### src/rtl/seq_det_pkg.sv
// Shared types and helpers for the programmable serial pattern detector.
package seq_det_pkg;

    typedef enum logic [1:0] {
        ST_IDLE  = 2'd0,
        ST_FILL  = 2'd1,
        ST_ARMED = 2'd2
    } state_t;

    function automatic logic [31:0] clamp_len(input logic [31:0] len, input logic [31:0] max_len);
        logic [31:0] res;
        if (len > max_len) begin
            res = max_len;
        end else begin
            res = len;
        end
        return res;
    endfunction

    // A length-1 pattern can match on the very first bit, so it starts armed.
    function automatic state_t state_for_len(input logic [31:0] len);
        state_t st;
        if (len == 32'd0) begin
            st = ST_IDLE;
        end else if (len == 32'd1) begin
            st = ST_ARMED;
        end else begin
            st = ST_FILL;
        end
        return st;
    endfunction

endpackage

### src/rtl/seq_detector_param_window.sv
// Shift history, fill counter and masked pattern compare for the detector.
module seq_window
    import seq_det_pkg::*;
#(
    parameter int MAX_LEN = 8,
    parameter int LEN_W   = $clog2(MAX_LEN + 1)
) (
    input  logic               clk,
    input  logic               rst_n,
    input  logic               clr_i,
    input  logic               shift_i,
    input  logic               bit_i,
    input  logic [MAX_LEN-1:0] pattern_i,
    input  logic [LEN_W-1:0]   len_i,
    output logic               hit_o,
    output logic               fill_full_o
);

    logic [MAX_LEN-2:0] history_q;
    logic [MAX_LEN-2:0] history_d;
    logic [LEN_W-1:0]   fill_q;
    logic [LEN_W-1:0]   fill_d;
    logic [MAX_LEN-1:0] window_s;
    logic [MAX_LEN-1:0] mask_s;
    logic               len_nz_s;

    assign len_nz_s = (len_i != {LEN_W{1'b0}});
    assign window_s = {history_q, bit_i};

    // Mask, compare and next-state of history/fill.
    always_comb begin
        mask_s = {MAX_LEN{1'b0}};
        for (int i = 0; i < MAX_LEN; i++) begin
            mask_s[i] = (i < int'(len_i));
        end
        hit_o = len_nz_s && (fill_q >= len_i - LEN_W'(1))
                && (((window_s ^ pattern_i) & mask_s) == {MAX_LEN{1'b0}});
        if (clr_i) begin
            history_d = {(MAX_LEN-1){1'b0}};
            fill_d    = {LEN_W{1'b0}};
        end else if (shift_i) begin
            history_d = window_s[MAX_LEN-2:0];
            if (len_nz_s && (fill_q < len_i - LEN_W'(1))) begin
                fill_d = fill_q + LEN_W'(1);
            end else begin
                fill_d = fill_q;
            end
        end else begin
            history_d = history_q;
            fill_d    = fill_q;
        end
        // Looks one edge ahead so the FSM can register the armed state in step.
        fill_full_o = len_nz_s && (fill_d >= len_i - LEN_W'(1));
    end

    // History and fill registers.
    always_ff @(posedge clk) begin
        if (!rst_n) begin
            history_q <= {(MAX_LEN-1){1'b0}};
            fill_q    <= {LEN_W{1'b0}};
        end else begin
            history_q <= history_d;
            fill_q    <= fill_d;
        end
    end

endmodule

### src/rtl/seq_detector_param.sv
// Programmable serial pattern detector: config registers, FSM, outputs, match counter.
module seq_detector_param
    import seq_det_pkg::*;
#(
    parameter int                 MAX_LEN     = 8,
    parameter int                 LEN_W       = $clog2(MAX_LEN + 1),
    parameter int                 CNT_W       = 16,
    parameter logic [MAX_LEN-1:0] DEF_PATTERN = MAX_LEN'(3'b101),
    parameter int                 DEF_LEN     = 3,
    parameter bit                 DEF_OVERLAP = 1'b1
) (
    input  logic               clk,
    input  logic               rst_n,
    input  logic               data_valid,
    input  logic               data_in,
    input  logic               cfg_load,
    input  logic [MAX_LEN-1:0] cfg_pattern,
    input  logic [LEN_W-1:0]   cfg_len,
    input  logic               cfg_overlap,
    input  logic               count_clr,
    output logic               seq_detected,
    output logic [CNT_W-1:0]   match_count,
    output logic               armed
);

    localparam logic [31:0]      DEF_LEN_32 = clamp_len(32'(DEF_LEN), 32'(MAX_LEN));
    localparam logic [LEN_W-1:0] DEF_LEN_C  = DEF_LEN_32[LEN_W-1:0];
    localparam state_t           RST_STATE  = state_for_len(DEF_LEN_32);
    localparam logic [CNT_W-1:0] CNT_MAX    = {CNT_W{1'b1}};

    logic [MAX_LEN-1:0] pattern_q;
    logic [LEN_W-1:0]   len_q;
    logic               ovl_q;
    state_t             state_q;
    state_t             state_d;
    logic               det_q;
    logic               armed_q;
    logic [CNT_W-1:0]   count_q;
    logic [CNT_W-1:0]   count_d;
    logic [31:0]        len_c32_s;
    logic [LEN_W-1:0]   len_c_s;
    logic               accept_s;
    logic               hit_s;
    logic               match_s;
    logic               fill_full_s;
    logic               restart_s;

    assign len_c32_s = clamp_len(32'(cfg_len), 32'(MAX_LEN));
    assign len_c_s   = len_c32_s[LEN_W-1:0];
    // A config load steals the beat presented in the same cycle.
    assign accept_s  = data_valid && !cfg_load;
    assign match_s   = accept_s && hit_s;
    assign restart_s = cfg_load || (match_s && !ovl_q);

    seq_window #(
        .MAX_LEN (MAX_LEN),
        .LEN_W   (LEN_W)
    ) u_window (
        .clk         (clk),
        .rst_n       (rst_n),
        .clr_i       (restart_s),
        .shift_i     (accept_s),
        .bit_i       (data_in),
        .pattern_i   (pattern_q),
        .len_i       (len_q),
        .hit_o       (hit_s),
        .fill_full_o (fill_full_s)
    );

    // FSM next state and saturating counter next value.
    always_comb begin
        state_d = state_q;
        if (cfg_load) begin
            state_d = state_for_len(len_c32_s);
        end else begin
            case (state_q)
                ST_IDLE:  state_d = ST_IDLE;
                ST_FILL:  state_d = (accept_s && fill_full_s) ? ST_ARMED : ST_FILL;
                ST_ARMED: begin
                    if (match_s && !ovl_q && (len_q != LEN_W'(1))) begin
                        state_d = ST_FILL;
                    end else begin
                        state_d = ST_ARMED;
                    end
                end
                default:  state_d = state_for_len(32'(len_q));
            endcase
        end
        if (count_clr) begin
            count_d = match_s ? CNT_W'(1) : {CNT_W{1'b0}};
        end else if (match_s && (count_q != CNT_MAX)) begin
            count_d = count_q + CNT_W'(1);
        end else begin
            count_d = count_q;
        end
    end

    // State, registered outputs, config and counter.
    always_ff @(posedge clk) begin
        if (!rst_n) begin
            state_q   <= RST_STATE;
            armed_q   <= (RST_STATE == ST_ARMED);
            det_q     <= 1'b0;
            count_q   <= {CNT_W{1'b0}};
            pattern_q <= DEF_PATTERN;
            len_q     <= DEF_LEN_C;
            ovl_q     <= DEF_OVERLAP;
        end else begin
            state_q <= state_d;
            armed_q <= (state_d == ST_ARMED);
            det_q   <= match_s;
            count_q <= count_d;
            if (cfg_load) begin
                pattern_q <= cfg_pattern;
                len_q     <= len_c_s;
                ovl_q     <= cfg_overlap;
            end else begin
                pattern_q <= pattern_q;
                len_q     <= len_q;
                ovl_q     <= ovl_q;
            end
        end
    end

    assign seq_detected = det_q;
    assign armed        = armed_q;
    assign match_count  = count_q;

endmodule

### config.mk
export PLATFORM = sky130hd
export DESIGN_NAME = seq_detector_param
export DESIGN_NICKNAME = d
export VERILOG_FILES = /design/src/rtl/seq_det_pkg.sv /design/src/rtl/seq_detector_param_window.sv /design/src/rtl/seq_detector_param.sv
export SDC_FILE = /design/constraint.sdc
export NUM_CORES = 1
export LEC_CHECK = 0
export ABC_CLOCK_PERIOD_IN_PS = 8700
export BUFFER_PORTS_ARGS = -buffer_cell sky130_fd_sc_hd__buf_2
export CAP_MARGIN = 20
export CORE_MARGIN = 4
export CORE_UTILIZATION = 53
export DETAILED_ROUTE_END_ITERATION = 7
export PLACE_DENSITY = 0.81
export SLEW_MARGIN = 0
export SYNTH_ARGS = -nofsm -noshare
export SYNTH_HDL_FRONTEND = slang
export SYNTH_HIERARCHICAL = 1
export SYNTH_SLANG_ARGS = --single-unit
export TNS_END_PERCENT = 5
### constraint.sdc
create_clock -name clk -period 8.7 [get_ports clk]
set_clock_uncertainty 0.1 [all_clocks]
set_input_delay 1.305 -clock clk [delete_from_list [all_inputs] [get_ports clk]]
set_output_delay 1.305 -clock clk [all_outputs]
set_load 0.05 [all_outputs]
==> metrics, run 1 <==
run status finished clean; number of standard cells after synthesis 285; critical path endpoint category register; Syn Std Cell Area 0.002540 mm^2; Die ar. 0.005964 mm^2; CTS resizes 0; total power draw 0.3913 mW; final setup vio count 0; fraction of layout cells with a size suffix above 1 17.46%; slew of the pin with the lowest slew margin 1045 ps; Clk Latency, worst-skew pair 290 ps; reg2reg path depth 21; combined area of the multi-input logic cells 0.001560 mm^2; leading register cell type out of synthesis sky130_fd_sc_hd__dfxtp_1; standard-cell rows 24; TritonRoute pass-1 iters 4; largest family of logic cells by synthesized area simple AND/OR/NAND/NOR gates; Placed Area 0.002716 mm^2; reg-to-reg endpoint state_q[1]; number of pins with negative max-slew slack in the final report 0; quantity of hold-fixing buffers added after cts 0; detailed-route DRC error count 0; CP startpoint kind input port; min-delay src match_count[7]; Setup Fix Bufs, Post-CTS 0; Core ar. 0.004504 mm^2; Die Y-Extent 77.23 um; total power density per cell area 139.4 mW/mm^2; worst-case vdd ir drop 0.1240 mV; proportion of synthesized area in mux cells 8.276%; DRT iter0 DRCs 97; worst setup path startpoint cfg_load; worst min-delay path class register to register; library cell contributing the largest single delay on the critical path sky130_fd_sc_hd__nor2b_1; # fillers 415; data arrival time of the critical path 5170 ps; area growth from synthesis to layout 10.49%; maximum level of the CTS H-tree 2; count of flip-flops with a built-in enable after synthesis 0; Final Hold Vio Count 0; share of Yosys cell area claimed by the top area cell type 34.68%; maximum count of clock buffers along a single path 2; drt wl/cell 14.76 um; xor/xnor cell area share of the yosys netlist 3.448%; count of boundary I/O pins 37; TritonCTS clock tree done; Period minus WS final 5033 ps; max-capacitance violation count 0; count of input and output buffers 36; launching point of the worst reg2reg path len_q[0]; setup repair after global routing missed its margin false; accumulated negative setup slack 0 ps; first-pass GRT wire length 9.397 mm; critical path data required time 8840 ps; highest net fanout along the worst path 25; mean number of vias per cell 5.981; worst rel slew slack 30.18%; CTS Root Buffer Type sky130_fd_sc_hd__clkbuf_8; via count of the first global-routing pass 2,116; worst hold slack across all endpoints 408.0 ps; Synth Area in Adders 5.813%; crit path kind input port to register; TritonCTS Sinks 44; worst hold path cell count 2; HPWL after detailed placement 4.075 mm; final antenna-violating net count 0; final cycle utilization of the critical path 57.85%; cells along the critical path buf_2 > nor2b_1 > inv_1 > a2111o_1 > o31ai_4 > xnor2_1 > or2_1 > ha_1 > nand2b_1 > a21o_1 > a21oi_1 > or3b_2 > o41ai_1 > nand2_1 > nor3b_1 > o311a_1; number of buffers created by CTS 5; initial cell density of the core 56.39%; LEAKAGE 1.186 nW; GP Congestion 0.8756; most frequent cells after synthesis 44 x sky130_fd_sc_hd__dfxtp_1, 22 x sky130_fd_sc_hd__nand2_1, 21 x sky130_fd_sc_hd__mux2i_1; final non-filler cell area 0.002806 mm^2; number of vias in the routed layout 2,195; Diodes inserted 0; cells taking the most area after synthesis sky130_fd_sc_hd__dfxtp_1 35%, sky130_fd_sc_hd__mux2i_1 8.3%, sky130_fd_sc_hd__ha_1 5.4%, sky130_fd_sc_hd__nand2_1 3.3%, sky130_fd_sc_hd__a21oi_1 3.0%; Post-Synthesis Net Count 315; maximum achievable frequency 0.1987 GHz; maximum number of pins on one net before global-route repair 26; worst hold endpoint match_count[7]; Async S/R FF share, synth 0%; total of warnings raised by yosys 6; leading cell type by number of instances after synthesis sky130_fd_sc_hd__dfxtp_1; total wire length 5.418 mm; Clock transition at path regs 80 ps; GRT Residual Overflow 0; simple-gate share of the synthesized area 26.75%; Nets 344; synthesized area per cell 8.912 um^2; post-synth top area cell sky130_fd_sc_hd__dfxtp_1; combined flip-flop and latch cell area 880.8 um^2; number of antenna violations at the first check in global routing 0; chip width 77.23 um; critical path's largest stage delay 870 ps; flops & latches, synth 44; share of the synthesized area in compound gates (AO/OA/AOI/OAI) 17.14%; GRT Overall Usage 19.02%; FF-to-FF setup slack 3770 ps; synth unique cells 59; Seq/Total Area, Yosys 34.68%
how the worst max path moves through the flow:
stage | slack, ps | cells past startpoint | endpoint
after floorplan | 4180 | 17 | armed
after global placement | 3610 | 16 | armed
after detailed placement | 3370 | 16 | state_q[1]
after CTS | 3680 | 16 | state_q[1]
after global routing | 3380 | 16 | state_q[1]
final | 3670 | 16 | state_q[1]
critical path: cells and delay by family:
kind	cells	cell delay (ps)
xor gates and xnor gates	1	120
AOI/OAI and AO/OA	6	1020
and+or+nand+nor	6	2080
adders and majority gates	1	270
buffers and inverters	2	370
where the power goes:
part           total, mW  switching, mW  internal [mW]
sequential         0.212        0.00565          0.206
clock              0.129         0.0645         0.0648
combinational     0.0501         0.0274         0.0227
per-layer routing:
layer  GRT usage (%)  routed length [um]  vias to the layer above
met1           22.87                2386                     1020
met4           4.448                  35                        0
met5               0                   0                        -
li1                -                   -                     1110
met2           33.42                2703                       61
met3           5.269                 292                        4
metrics by stage:
step	utilization, %	setup WS (ps)	cells
finish	62.31	3667	367
global route	62.31	3383	367
CTS	62.31	3681	367
detailed placement	60.31	3365	359
global placement	60.31	3615	359
floorplan	-	4180	285
final cells by class:
type                            instances  area share [%]
Multi-Input combinational cell        219           55.60
Sequential cell                        44           31.39
Timing Repair Buffer                   36           6.420
Clock buffer                            8           3.210
Tap cell                               52           2.318
Inverter                                8           1.070
state kept, by name (all words and copies together), names as in the netlist:
name                count
pattern_q               8
len_q                   4
match_count            16
u_window/history_q      7
armed                   1
u_window/fill_q         4
ovl_q                   1
seq_detected            1
state_q                 2
logic make-up (layout without fill, tap and decap cells):
group	after synthesis	after routing
fa+ha+maj	12	12
simple gates	115	115
compound gates	61	61
xor+xnor	10	10
flops	44	44
mux	21	21
buf+inv	22	52
cells in the final DEF, fill, tap and decap left out, drive strengths merged, types with 10 or more instances in the layout:
cell type / netlist / final
o31ai: 10 / 10
a21oi: 15 / 15
nand2: 22 / 22
buf: 4 / 36
o21ai: 10 / 10
mux2i: 21 / 21
nor2: 18 / 18
or4: 10 / 10
nor2b: 11 / 11
ha: 11 / 11
dfxtp: 44 / 44
nand2b: 10 / 10
No activity file was read; power rests on OpenSTA's default activity.
==> inputs of run 2 (changes only) <==
Settings changed: ABC_AREA set to 1, ABC_CLOCK_PERIOD_IN_PS 8700 to 4200, CORE_UTILIZATION 53 to 51.
Clock period 8.7 ns to 4.2 ns, I/O delays scaled along.
==> run 2 against run 1 <==
Sequential power rose by 110%. Sequential share of layout area shrank 0.16 points. Clock power rose by 83%. Highest routed layer unchanged. Combinational power increased by 140%. Power is 100% higher. Global-route usage is 0.21 points higher.
==> metrics, run 2 <==
run status finished clean; DRT iter0 DRCs 92; Async S/R FF share, synth 0%; number of standard cells after synthesis 367; number of pins with negative max-slew slack in the final report 0; Clk Latency, worst-skew pair 290 ps; TritonCTS Sinks 44; proportion of synthesized area in mux cells 0%; chip width 78.36 um; post-synth top area cell sky130_fd_sc_hd__dfxtp_1; most frequent cells after synthesis 79 x sky130_fd_sc_hd__nand2_1, 54 x sky130_fd_sc_hd__nor2_1, 45 x sky130_fd_sc_hd__inv_1; Post-Synthesis Net Count 397; # fillers 448; CP startpoint kind register; area growth from synthesis to layout 12.04%; worst hold slack across all endpoints 401.6 ps; final cycle utilization of the critical path 92.58%; synth unique cells 35; cells taking the most area after synthesis sky130_fd_sc_hd__dfxtp_1 35%, sky130_fd_sc_hd__nand2_1 12%, sky130_fd_sc_hd__nor2_1 8.0%, sky130_fd_sc_hd__inv_1 6.7%, sky130_fd_sc_hd__ha_1 5.5%; number of vias in the routed layout 2,436; Period minus WS final 3888 ps; setup repair after global routing missed its margin false; Die Y-Extent 78.36 um; share of the synthesized area in compound gates (AO/OA/AOI/OAI) 12.54%; most common library cell in the layout ignoring fill and taps sky130_fd_sc_hd__nand2_1; total power density per cell area 281.7 mW/mm^2; Clock transition at path regs 70 ps; initial cell density of the core 53.11%; drt wl/cell 12.19 um; leading cell type by number of instances after synthesis sky130_fd_sc_hd__nand2_1; number of buffers created by CTS 5; HPWL after detailed placement 4.375 mm; Syn Std Cell Area 0.002525 mm^2; Seq/Total Area, Yosys 34.89%; Diodes inserted 0; maximum level of the CTS H-tree 2; maximum achievable frequency 0.2572 GHz; Die ar. 0.006140 mm^2; mean number of vias per cell 5.194; worst min-delay path class register to register; max-capacitance violation count 0; leading register cell type out of synthesis sky130_fd_sc_hd__dfxtp_1; maximum number of pins on one net before global-route repair 16; CTS Root Buffer Type sky130_fd_sc_hd__clkbuf_8; slew of the pin with the lowest slew margin 830.2 ps; highest net fanout along the worst path 6; core occupancy in the finished layout 59.50%; total wire length 5.717 mm; xor/xnor cell area share of the yosys netlist 3.469%; GRT Residual Overflow 0; critical path endpoint category register; first-pass GRT wire length 9.604 mm; final setup vio count 0; TritonRoute pass-1 iters 5; Core ar. 0.004755 mm^2; detailed-route DRC error count 0; total of warnings raised by yosys 6; Nets 434; via count of the first global-routing pass 2,199; fraction of layout cells with a size suffix above 1 16.42%; simple-gate share of the synthesized area 34.84%; count of boundary I/O pins 37; crit path kind register to register; largest family of logic cells by synthesized area simple AND/OR/NAND/NOR gates; accumulated negative setup slack 0 ps; worst rel slew slack 44.45%; synthesized area per cell 6.880 um^2; count of flip-flops with a built-in enable after synthesis 0; LEAKAGE 1.294 nW; worst-case vdd ir drop 0.1846 mV; maximum count of clock buffers along a single path 2; final antenna-violating net count 0; data arrival time of the critical path 4020 ps; TritonCTS clock tree done; flops & latches, synth 44; number of flip-flops under the largest register name 16; count of input and output buffers 36; GRT Overall Usage 19.22%; GP Congestion 0.9338; standard-cell rows 25; share of Yosys cell area claimed by the top area cell type 34.89%; most frequent cells in the layout 78 x sky130_fd_sc_hd__nand2_1, 54 x sky130_fd_sc_hd__nor2_1, 45 x sky130_fd_sc_hd__inv_1; Synth Area in Adders 5.451%; critical path data required time 4330 ps; Final Hold Vio Count 0; number of antenna violations at the first check in global routing 0
==> run 2: changes by cell type in the layout (fill, tap and decap cells not counted), moves of 5 or more <==
cell / change
sky130_fd_sc_hd__o31ai_1: -8
sky130_fd_sc_hd__or4_1: -8
sky130_fd_sc_hd__nand2_2: +8
sky130_fd_sc_hd__nor2b_1: -11
sky130_fd_sc_hd__inv_1: +37
sky130_fd_sc_hd__nand3_1: +17
sky130_fd_sc_hd__nand2b_1: -10
sky130_fd_sc_hd__a21oi_1: +6
sky130_fd_sc_hd__mux2i_1: -21
sky130_fd_sc_hd__nor2_1: +36
sky130_fd_sc_hd__o21ai_0: +9
sky130_fd_sc_hd__nor2_4: +5
sky130_fd_sc_hd__nand2_1: +56
==> run 2: repair_timing <==
item / in CTS / in global routing
hold buffers: 0 / 0
gates resized for setup: 0 / 5
buffers inserted: 0 / 1
endpoints found under the setup margin: 0 / 3
endpoints found under the hold margin: 0 / 0
==> run 2: critical path, stage by stage (launching register included) <==
cell                       delay, ps
sky130_fd_sc_hd__dfxtp_2         370
sky130_fd_sc_hd__inv_1           120
sky130_fd_sc_hd__ha_1            350
sky130_fd_sc_hd__ha_1            300
sky130_fd_sc_hd__inv_1            40
sky130_fd_sc_hd__o21bai_1        150
sky130_fd_sc_hd__nand3_2         120
sky130_fd_sc_hd__nand3_1         100
sky130_fd_sc_hd__nand3_1          90
sky130_fd_sc_hd__inv_1            90
sky130_fd_sc_hd__nand2_2         100
sky130_fd_sc_hd__o21ai_2         210
sky130_fd_sc_hd__inv_1            80
sky130_fd_sc_hd__o21ai_0         120
sky130_fd_sc_hd__nor2_1           80
sky130_fd_sc_hd__ha_1            290
sky130_fd_sc_hd__a21boi_0        120
sky130_fd_sc_hd__o21ai_0         210
sky130_fd_sc_hd__nand2_1         110
sky130_fd_sc_hd__o22ai_1         120
sky130_fd_sc_hd__a21oi_1          50
sky130_fd_sc_hd__a21o_1          190
sky130_fd_sc_hd__o21ai_0         140
sky130_fd_sc_hd__nand3_1          90
sky130_fd_sc_hd__nand3_1          90
==> run 2: routing by layer <==
layer	up-vias	share of wire (%)	global-route usage, %
li1	1253	-	-
met1	1115	46	25.80
met2	62	47	31.08
met3	6	5.1	3.326
met4	0	1.1	6.818
met5	-	0	0
==> run 2: cell type report <==
type | instances | area, um^2 | share of cell area [%]
Multi-Input combinational cell | 269 | 1428 | 50.46
Sequential cell | 44 | 883.3 | 31.23
Timing Repair Buffer | 37 | 187.7 | 6.634
Inverter | 47 | 177.7 | 6.280
Tap cell | 67 | 83.83 | 2.963
Clock buffer | 5 | 68.82 | 2.433
==> run 2: cells by family after synthesis <==
| logic type | after synthesis |
|---|---|
| AND/OR/NAND/NOR | 194 |
| AO/OA/AOI/OAI | 54 |
| buffers and inverters | 54 |
| flip-flops | 44 |
| adder cells (fa/ha/maj) | 11 |
| XOR/XNOR | 10 |
==> run 2: final timing paths <==
path	from	to	slack [ps]	depth (start not counted)
worst max-delay path	len_q[0]	state_q[0]	310	24
worst min-delay path	match_count[1]	match_count[1]	400	2
worst max register to register	len_q[0]	state_q[0]	310	24
worst min register to register	match_count[1]	match_count[1]	400	2
==> run 2: power breakdown <==
part / internal (mW) / switching [mW] / total [mW]
clock network: 0.107 / 0.129 / 0.236
logic: 0.0443 / 0.0737 / 0.118
registers: 0.430 / 0.0129 / 0.443
==> run 2: metrics by stage <==
stage          area (um^2)  setup WS [ps]  power [mW]  std cells
6_report              2829          311.5      0.7969        469
5_1_grt               2829          18.05      0.8371        469
4_1_cts               2813          126.1      0.7981        468
3_5_place_dp          2744          159.1      0.5665        463
3_3_place_gp          2744          442.8      0.5624        463
2_1_floorplan         2525          650.8      0.5356        367
==> inputs of run 3 (changes only) <==
Settings changed: CORE_ASPECT_RATIO set to 0.5, CTS_CLUSTER_SIZE set to 25, SLEW_MARGIN 0 to 20.
==> run 3 against run 2 <==
Register-to-register slack about the same. Via count about the same. Critical endpoint is now state_q[1]. Highest routed layer unchanged. Wire length increased by 6.6%. Utilization increased by 3.2 points. Critical path depth increased by 1. Maximum frequency about the same. Hold slack got worse by 13 ps. Die area increased by 1.1%. Sequential power about the same. Clock power increased by 50%.
==> metrics, run 3 (synthesis results as in run 2) <==
worst rel slew slack 42.81%; max-capacitance violation count 0; Net Sw Power 0.2465 mW; first-pass GRT wire length 10.08 mm; total wire length 6.094 mm; switching share of power 26.91%; part of the power in the clock network 38.5%; count of boundary I/O pins 37; Clock transition at path regs 80 ps; detailed-route DRC error count 0; setup repair after global routing missed its margin false; Period minus WS final 3888 ps; CTS Root Buffer Type sky130_fd_sc_hd__clkbuf_8; TritonCTS clock tree done; Placed Area 0.002743 mm^2; run status finished clean; critical path's largest stage delay 370 ps; final setup vio count 0; # fillers 450; register share of total power 48.4%; Nets 434; maximum count of clock buffers along a single path 2; maximum level of the CTS H-tree 2; number of pins with negative max-slew slack in the final report 0; Core ar. 0.004594 mm^2; Clk Latency, worst-skew pair 310 ps; combined flip-flop and latch cell area 883.3 um^2; chip width 107.5 um; crit path kind register to register; highest net fanout along the worst path 6; combined area of the multi-input logic cells 0.001428 mm^2; data arrival time of the critical path 3970 ps; pre-CTS setup slack 68.24 ps; maximum achievable frequency 0.2572 GHz; accumulated negative setup slack 0 ps; maximum number of pins on one net before global-route repair 16; number of buffers created by CTS 5; via count of the first global-routing pass 2,305; TritonRoute pass-1 iters 4; Die Y-Extent 57.76 um; DRT iter0 DRCs 99; standard-cell rows 17; fraction of layout cells with a size suffix above 1 17.04%; worst-case vdd ir drop 0.2211 mV; logic gate share of total power 13.1%; final non-filler cell area 0.002880 mm^2; final antenna-violating net count 0; final setup margin 311.6 ps; CP startpoint kind register; GP Congestion 0.8766; area growth from synthesis to layout 14.07%; total power density per cell area 318.0 mW/mm^2; initial cell density of the core 54.96%; critical path endpoint category register; TritonCTS Sinks 44; library cell contributing the largest single delay on the critical path sky130_fd_sc_hd__dfxtp_2; Die ar. 0.006209 mm^2; slew of the pin with the lowest slew margin 854.7 ps; critical path data required time 4280 ps; GRT Overall Usage 20.21%; count of input and output buffers 36; worst min-delay path class register to register; number of antenna violations at the first check in global routing 0; final cycle utilization of the critical path 92.58%; most frequent cells in the layout 78 x sky130_fd_sc_hd__nand2_1, 54 x sky130_fd_sc_hd__nor2_1, 45 x sky130_fd_sc_hd__inv_1; HPWL after detailed placement 4.551 mm; kind of cell adding the most delay to the critical path compound AO/OA/AOI/OAI gates; drt wl/cell 12.94 um; mean number of vias per cell 5.176; Pint 0.6694 mW; number of buffers and inverters on the critical path 4; Diodes inserted 0; quantity of hold-fixing buffers added after cts 0; most common library cell in the layout ignoring fill and taps sky130_fd_sc_hd__nand2_1; GRT Residual Overflow 0; Final Hold Vio Count 0; LEAKAGE 1.319 nW; number of flip-flops under the largest register name 16; number of vias in the routed layout 2,438
==> run 3: final timing paths <==
check | cells after the start | slack [ps] | start | endpoint
setup reg to reg | 25 | 310 | len_q[0] | state_q[1]
setup / recovery | 25 | 310 | len_q[0] | state_q[1]
hold / removal | 2 | 390 | pattern_q[2] | pattern_q[2]
hold reg to reg | 2 | 390 | pattern_q[2] | pattern_q[2]
==> run 3: routing by layer <==
| layer | global-route usage (%) | vias up | part of all wire, % |
|---|---|---|---|
| met5 | 0 | - | 0 |
| met4 | 4.676 | 0 | 1.0 |
| met3 | 5.895 | 8 | 4.6 |
| met2 | 36.04 | 60 | 48 |
| met1 | 24.34 | 1118 | 46 |
| li1 | - | 1252 | - |
==> run 3: final cells by class <==
type / instances / area share, %
multi-input combinational: 269 / 49.57
sequential: 44 / 30.67
timing repair buffer: 37 / 6.516
inverter: 47 / 6.169
clock buffer: 6 / 2.867
tap: 66 / 2.867
clock inverter: 2 / 1.347
==> run 3: metrics by stage <==
stage	hold slack [ps]	util, %	instances	power (mW)
floorplan	346.1	-	367	0.5356
global placement	363.9	59.70	462	0.5630
detailed placement	373.0	59.70	462	0.5676
CTS	390.1	62.34	470	0.9165
global route	426.6	62.69	471	0.9575
finish	389.1	62.69	471	0.9158
==> run 3: what timing repair did <==
action | 4_1_cts | 5_1_grt
setup endpoints to repair | 2 | 3
gates resized for setup | 1 | 4
pin swaps | 0 | 1
setup buffers | 0 | 1
==> run 3: worst register-to-register path: stages (launching register included) <==
cell	delay, ps
sky130_fd_sc_hd__dfxtp_2	370
sky130_fd_sc_hd__inv_1	120
sky130_fd_sc_hd__ha_1	360
sky130_fd_sc_hd__ha_1	320
sky130_fd_sc_hd__inv_1	40
sky130_fd_sc_hd__o21bai_1	140
sky130_fd_sc_hd__nand3_2	130
sky130_fd_sc_hd__nand3_1	100
sky130_fd_sc_hd__nand3_1	70
sky130_fd_sc_hd__inv_1	80
sky130_fd_sc_hd__nand2_2	120
sky130_fd_sc_hd__o21ai_2	200
sky130_fd_sc_hd__inv_1	70
sky130_fd_sc_hd__o21ai_0	110
sky130_fd_sc_hd__nor2_1	80
sky130_fd_sc_hd__ha_1	290
sky130_fd_sc_hd__a21boi_0	120
sky130_fd_sc_hd__o21ai_0	180
sky130_fd_sc_hd__nand2_1	110
sky130_fd_sc_hd__o22ai_1	130
sky130_fd_sc_hd__a21oi_1	60
sky130_fd_sc_hd__a21o_1	190
sky130_fd_sc_hd__nand2_1	60
sky130_fd_sc_hd__nand2_1	50
sky130_fd_sc_hd__nand2_1	80
sky130_fd_sc_hd__a21oi_1	80
==> run 3: power by group through the flow <==
stage | Clock, mW | Combinational (mW) | Sequential (mW)
3_3_place_gp | 0 | 0.112 | 0.451
5_1_grt | 0.377 | 0.135 | 0.445
4_1_cts | 0.356 | 0.118 | 0.442
2_1_floorplan | 0 | 0.0845 | 0.451
3_5_place_dp | 0 | 0.116 | 0.452
6_report | 0.353 | 0.120 | 0.443
